===== config.mk =====
export PLATFORM = sky130hd
export DESIGN_NAME = game_state_ctrl
export DESIGN_NICKNAME = d
export VERILOG_FILES = /design/src/rtl/game_state_ctrl.sv
export SDC_FILE = /design/constraint.sdc
export NUM_CORES = 1
export LEC_CHECK = 0
export BUFFER_PORTS_ARGS = -buffer_cell sky130_fd_sc_hd__buf_2
export CORE_ASPECT_RATIO = 0.5
export CORE_UTILIZATION = 57
export CTS_BUF_LIST = sky130_fd_sc_hd__clkbuf_16
export CTS_CLUSTER_DIAMETER = 200
export DETAILED_ROUTE_END_ITERATION = 6
export HOLD_SLACK_MARGIN = 0.12
export PLACE_DENSITY = 0.78
export SETUP_SLACK_MARGIN = 0.2
export SYNTH_ARGS = -nofsm -noshare
export SYNTH_HDL_FRONTEND = slang
export SYNTH_SLANG_ARGS = --single-unit
export TNS_END_PERCENT = 1

===== constraint.sdc =====
create_clock -name clk_0 -period 2.8 [get_ports clk_0]
set_input_delay 0.42 -clock clk_0 [delete_from_list [all_inputs] [get_ports clk_0]]
set_output_delay 0.42 -clock clk_0 [all_outputs]
set_load 0.1 [all_outputs]

===== src/rtl/game_state_ctrl.sv =====
// game_state_ctrl -- match sequencing for a two-player paddle game.
//
// Walks IDLE -> SERVE -> PLAY -> SCORED -> (SERVE | OVER), keeps both scores,
// and drives the overlay/motion enables for the video and physics logic.
//
// Ports
//   clk_0       system/pixel clock, everything on its rising edge
//   rst         synchronous reset, active low
//   frame_tick  one-cycle pulse per video frame
//   any_key     level, high while any player key is held
//   miss_l      pulse: ball left through the left edge (right player scores)
//   miss_r      pulse: ball left through the right edge (left player scores)
//   show_title  title overlay enable
//   show_over   "Game over!" overlay enable
//   show_start  blinking "Press any key to start" overlay enable
//   ball_reset  hold ball at centre
//   play_en     paddle/ball motion enable
//   score_l/r   player scores, saturating at WIN_SCORE
//   winner      0 = left won, 1 = right won; valid while show_over = 1
module game_state_ctrl #(
  parameter int unsigned WIN_SCORE      = 7,
  parameter int unsigned SERVE_FRAMES   = 60,
  parameter int unsigned BLINK_FRAMES   = 30,
  parameter int unsigned LOCKOUT_FRAMES = 90
) (
  input  logic       clk_0,
  input  logic       rst,
  input  logic       frame_tick,
  input  logic       any_key,
  input  logic       miss_l,
  input  logic       miss_r,
  output logic       show_title,
  output logic       show_over,
  output logic       show_start,
  output logic       ball_reset,
  output logic       play_en,
  output logic [3:0] score_l,
  output logic [3:0] score_r,
  output logic       winner
);

  localparam int unsigned FMAX = (SERVE_FRAMES > LOCKOUT_FRAMES) ? SERVE_FRAMES : LOCKOUT_FRAMES;
  localparam int unsigned FW   = $clog2(FMAX + 1);
  localparam int unsigned BW   = $clog2(BLINK_FRAMES + 1);

  localparam logic [3:0]    WIN   = 4'(WIN_SCORE);
  localparam logic [FW-1:0] SERVE_N = FW'(SERVE_FRAMES);
  localparam logic [FW-1:0] LOCK_N  = FW'(LOCKOUT_FRAMES);
  localparam logic [BW-1:0] BLINK_LAST = BW'(BLINK_FRAMES - 1);

  typedef enum logic [2:0] {
    IDLE,
    SERVE,
    PLAY,
    SCORED,
    OVER
  } state_t;

  state_t        state_q, state_d;
  logic          key_q;
  logic [FW-1:0] fcnt_q, fcnt_d;     // serve delay / game-over lockout
  logic          lock_q, lock_d;     // lockout expired while in OVER
  logic [BW-1:0] bcnt_q, bcnt_d;
  logic          bph_q, bph_d;
  logic [3:0]    score_l_d, score_r_d;
  logic          winner_d;
  logic          key_ev;

  logic show_title_d, show_over_d, show_start_d, ball_reset_d, play_en_d;

  // key_q resets to 1 so a key held through reset does not count as a press
  assign key_ev = any_key & ~key_q;

  always_comb begin
    state_d   = state_q;
    fcnt_d    = fcnt_q;
    lock_d    = lock_q;
    bcnt_d    = bcnt_q;
    bph_d     = bph_q;
    score_l_d = score_l;
    score_r_d = score_r;
    winner_d  = winner;

    unique case (state_q)
      IDLE: begin
        // a key event wins over a same-cycle tick: the blink does not advance
        if (key_ev) begin
          state_d   = SERVE;
          fcnt_d    = '0;
          score_l_d = '0;
          score_r_d = '0;
        end else if (frame_tick) begin
          if (bcnt_q == BLINK_LAST) begin
            bcnt_d = '0;
            bph_d  = ~bph_q;
          end else begin
            bcnt_d = bcnt_q + BW'(1);
          end
        end
      end

      SERVE: begin
        if (frame_tick) begin
          fcnt_d = fcnt_q + FW'(1);
          if (fcnt_q + FW'(1) == SERVE_N) begin
            state_d = PLAY;
          end
        end
      end

      PLAY: begin
        // left miss has priority when both edges report in the same cycle
        if (miss_l) begin
          state_d   = SCORED;
          score_r_d = (score_r < WIN) ? score_r + 4'd1 : score_r;
        end else if (miss_r) begin
          state_d   = SCORED;
          score_l_d = (score_l < WIN) ? score_l + 4'd1 : score_l;
        end
      end

      SCORED: begin
        fcnt_d = '0;
        if ((score_l == WIN) || (score_r == WIN)) begin
          state_d  = OVER;
          lock_d   = 1'b0;
          winner_d = (score_r == WIN);
        end else begin
          state_d = SERVE;
        end
      end

      OVER: begin
        if (!lock_q) begin
          if (frame_tick) begin
            fcnt_d = fcnt_q + FW'(1);
            if (fcnt_q + FW'(1) == LOCK_N) begin
              lock_d = 1'b1;
              bcnt_d = '0;
              bph_d  = 1'b1;
            end
          end
        end else if (key_ev) begin
          state_d   = SERVE;
          fcnt_d    = '0;
          lock_d    = 1'b0;
          score_l_d = '0;
          score_r_d = '0;
        end else if (frame_tick) begin
          if (bcnt_q == BLINK_LAST) begin
            bcnt_d = '0;
            bph_d  = ~bph_q;
          end else begin
            bcnt_d = bcnt_q + BW'(1);
          end
        end
      end

      default: state_d = IDLE;
    endcase

    // outputs are decoded from the next state so the registers track the state
    show_title_d = (state_d == IDLE);
    show_over_d  = (state_d == OVER);
    ball_reset_d = (state_d != PLAY);
    play_en_d    = (state_d == PLAY);
    show_start_d = ((state_d == IDLE) || ((state_d == OVER) && lock_d)) ? bph_d : 1'b0;
  end

  always_ff @(posedge clk_0) begin
    if (!rst) begin
      state_q    <= IDLE;
      key_q      <= 1'b1;
      fcnt_q     <= '0;
      lock_q     <= 1'b0;
      bcnt_q     <= '0;
      bph_q      <= 1'b1;
      score_l    <= '0;
      score_r    <= '0;
      winner     <= 1'b0;
      show_title <= 1'b1;
      show_over  <= 1'b0;
      show_start <= 1'b0;
      ball_reset <= 1'b1;
      play_en    <= 1'b0;
    end else begin
      state_q    <= state_d;
      key_q      <= any_key;
      fcnt_q     <= fcnt_d;
      lock_q     <= lock_d;
      bcnt_q     <= bcnt_d;
      bph_q      <= bph_d;
      score_l    <= score_l_d;
      score_r    <= score_r_d;
      winner     <= winner_d;
      show_title <= show_title_d;
      show_over  <= show_over_d;
      show_start <= show_start_d;
      ball_reset <= ball_reset_d;
      play_en    <= play_en_d;
    end
  end

endmodule


==> flow_summary.rst <==
.. list-table::
   :header-rows: 1

   * - Metric
     - Value
   * - Detailed placement HPWL
     - 3156 um
   * - Synth area leaders
     - dfxtp_1 (35%), nand3_1 (4.6%), ha_1 (4.1%)
   * - Unique cell type count in the Yosys netlist
     - 60
   * - CP max FO
     - 6
   * - Crit end category
     - register
   * - Average cell area after synthesis
     - 8.483 um2
   * - Count of routing violations after the opening detailed-route iteration
     - 194
   * - Cell leakage power
     - 0.0008568 uW
   * - Number of antenna violations at the first check in global routing
     - 0
   * - Count of nets after finishing
     - 247
   * - Worst clock skew on the final layout
     - 0.003006 ns
   * - Vias in the first global route
     - 1567
   * - Worst Setup Slack post-DPL
     - 0.5654 ns
   * - Post-detailed-route via-to-cell ratio
     - 6.268
   * - Number of buffers added for setup after CTS
     - 0
   * - DRT Wirelength
     - 4303 um
   * - Most used flip-flop cell after synthesis
     - dfxtp_1
   * - Post-layout worst setup margin
     - 0.5275 ns
   * - Slew Limit Headroom
     - 54.13%
   * - Series of cell instances along the critical path
     - ha_1 -> nand3_1 -> xnor2_1 -> nand3_1 -> or4_1 -> a311oi_1
   * - Height of the chip
     - 42.28 um
   * - Insertion delay of the later-clocked pin in the worst-skew pair
     - 0.28 ns
   * - Initial cell density of the core
     - 60.67%
   * - Clock transition at the register clock pins on the worst setup and hold paths after CTS
     - 0.05 ns
   * - Number of cells produced by synthesis
     - 218
   * - Most used cells in the layout excluding fill and tap cells
     - dfxtp_1 (32), buf_2 (19), nand2_1 (18)
   * - Buffers on Ports
     - 19
   * - Number of routed nets with antenna violations
     - 0
   * - Synth Register Bits
     - 32
   * - Level count of the clock H-tree
     - 2
   * - Peak supply drop
     - 0.0003793 V
   * - Top cell type by total area after synthesis
     - dfxtp_1
   * - Layout cells sized above 1
     - 18.22%
   * - RSZ-0062 raised after global routing
     - no
   * - Hold Buf Count CTS
     - 0
   * - # DRC
     - 0
   * - Number of failing setup endpoints in the final timing report
     - 0
   * - Total GRT Usage
     - 27.94%
   * - # diodes
     - 0
   * - Max Cap Violations
     - 0
   * - Number of buffers created by CTS
     - 5
   * - EDFF count, synth
     - 0
   * - DIE AREA
     - 3490 um2
   * - Worst path slowest cell
     - or4_1
   * - Status
     - finished clean
   * - Share of flip-flops with an asynchronous set or reset after synthesis
     - 0%
   * - Share of the synthesized area in the top cell type
     - 34.64%
   * - Count of boundary I/O pins
     - 20
   * - TritonCTS clock tree
     - yes
   * - Number of cell rows
     - 14
   * - First-pass iteration count of the detailed router
     - 4
   * - Leading cell type in the layout, fill and taps excluded
     - dfxtp_1
   * - Max Slew Vio Count
     - 0
   * - Gr ovfl total
     - 0
   * - Hold Path Class
     - input pin to register
   * - Critical path class
     - register to register
   * - Worst endpoint data arrival time
     - 2.46 ns
   * - Clk sinks
     - 32
   * - Die width
     - 82.55 um
   * - Total vias in the final route
     - 1730
   * - Total negative setup slack
     - 0 ns
   * - Core ar.
     - 3048 um2
   * - Ratio of final minimum period to clock period
     - 81.16%
   * - Root Buffer
     - clkbuf_16
   * - Power Dens Cells
     - 557.2 nW/um2
   * - Synth-to-layout area growth
     - 15.16%
   * - RD Place Congestion
     - 0.8351
   * - Cell repeated most along the worst path
     - nand3_1
   * - WL/cell
     - 15.59 um
   * - Buffers from clock root to sink, at most
     - 2
   * - Minimum clock period
     - 2.272 ns
   * - Largest net degree at the start of global routing
     - 28
   * - Number of endpoints with negative hold slack in the final report
     - 0
   * - Number of fillers in the final layout
     - 253
   * - Maximum clock rate
     - 0.4401 GHz
   * - Worst reg2reg setup slack
     - 0.53 ns
   * - Required time of the critical path
     - 2.99 ns
   * - Share of the yosys chip area belonging to registers
     - 34.64%
   * - Crit path launch type
     - register
   * - Transition time at the pin with the least slew margin
     - 0.6785 ns
   * - Total of cells resized after clock tree synthesis
     - 0
   * - Total number of yosys warnings
     - 0
   * - Global-route wire length before repair
     - 7155 um
   * - Delay contributed by the slowest stage of the critical path
     - 0.58 ns
   * - Post-Synthesis Cell Area
     - 1849 um2
   * - Synth Net Count
     - 230
-- Yosys cell counts (5+ instances only) --
cell type	n
nor2b_1	5
nand2b_1	6
a21oi_1	8
ha_1	6
nand3_1	17
o21ai_0	6
a21boi_0	6
and3_1	6
nor2_1	14
o211ai_1	6
clkbuf_1	9
dfxtp_1	32
nand2_1	18
-- power by group --
group          leakage [uW]  total [uW]  switching, uW  internal [uW]
registers          0.000259         473           8.70            464
clock network     0.0000798         618            200            417
logic              0.000518        96.0           65.2           30.8
total              0.000857        1190            274            912
-- final timing paths --
kind	start	end	cells after the start
max reg2reg	fcnt_q[0]	show_start	6
min reg2reg	winner	winner	2
min	any_key	key_q	2
max	fcnt_q[0]	show_start	6
-- layout make-up --
cell class | instances | area (um2) | share of cell area (%)
timing repair buffer | 23 | 125.1 | 5.875
sequential | 32 | 640.6 | 30.08
clock inverter | 3 | 42.54 | 1.998
clock buffer | 5 | 125.1 | 5.875
inverter | 4 | 15.01 | 0.7051
multi-input combinational | 169 | 1131 | 53.11
tap | 40 | 50.05 | 2.350
-- cells by family (layout without fill, tap and decap cells) --
logic type               after synthesis  in the layout  share of synthesized area, %
AO/OA/AOI/OAI                         57             57                         22.87
XOR/XNOR                               5              5                         2.368
adder cells (fa/ha/maj)                6              6                         4.059
buffers and inverters                 17             35                         4.195
flip-flops                            32             32                         34.64
multiplexers                           1              1                        0.5413
AND/OR/NAND/NOR                      100            100                         31.33
-- stage by stage --
| step | utilization, % | total power (uW) | hold slack, ns | std cells | cell area [um2] |
|---|---|---|---|---|---|
| 2_1_floorplan | - | 554.7 | 0.4921 | 218 | 1849 |
| 3_3_place_gp | 64.37 | 576.1 | 0.5080 | 268 | 1962 |
| 3_5_place_dp | 64.37 | 577.5 | 0.5203 | 268 | 1962 |
| 4_1_cts | 69.87 | 1190 | 0.3591 | 276 | 2130 |
| 5_1_grt | 69.87 | 1220 | 0.3764 | 276 | 2130 |
| 6_report | 69.87 | 1186 | 0.3607 | 276 | 2130 |
-- per-layer routing --
layer / GRT usage (%) / part of all wire (%) / up-vias
met5: 0 / 0 / -
met4: 9.310 / 0.77 / 0
met3: 7.174 / 7.2 / 3
met2: 41.82 / 42 / 67
met1: 39.13 / 50 / 806
li1: - / - / 854
-- flip-flops by register name (all words and copies together), names as in the netlist --
signal / count
key_q: 1
winner: 1
show_title: 1
state_q: 3
play_en: 1
ball_reset: 1
score_l: 4
lock_q: 1
score_r: 4
show_start: 1
bcnt_q: 5
bph_q: 1
show_over: 1
fcnt_q: 7
-- critical path: cells and delay by family (launching register included) --
family          cells  cell delay [ns]
simple gates        3             0.91
flops               1             0.40
xor+xnor            1             0.34
fa+ha+maj           1             0.29
compound gates      1             0.24
No activity file was read; power rests on OpenSTA's default activity.
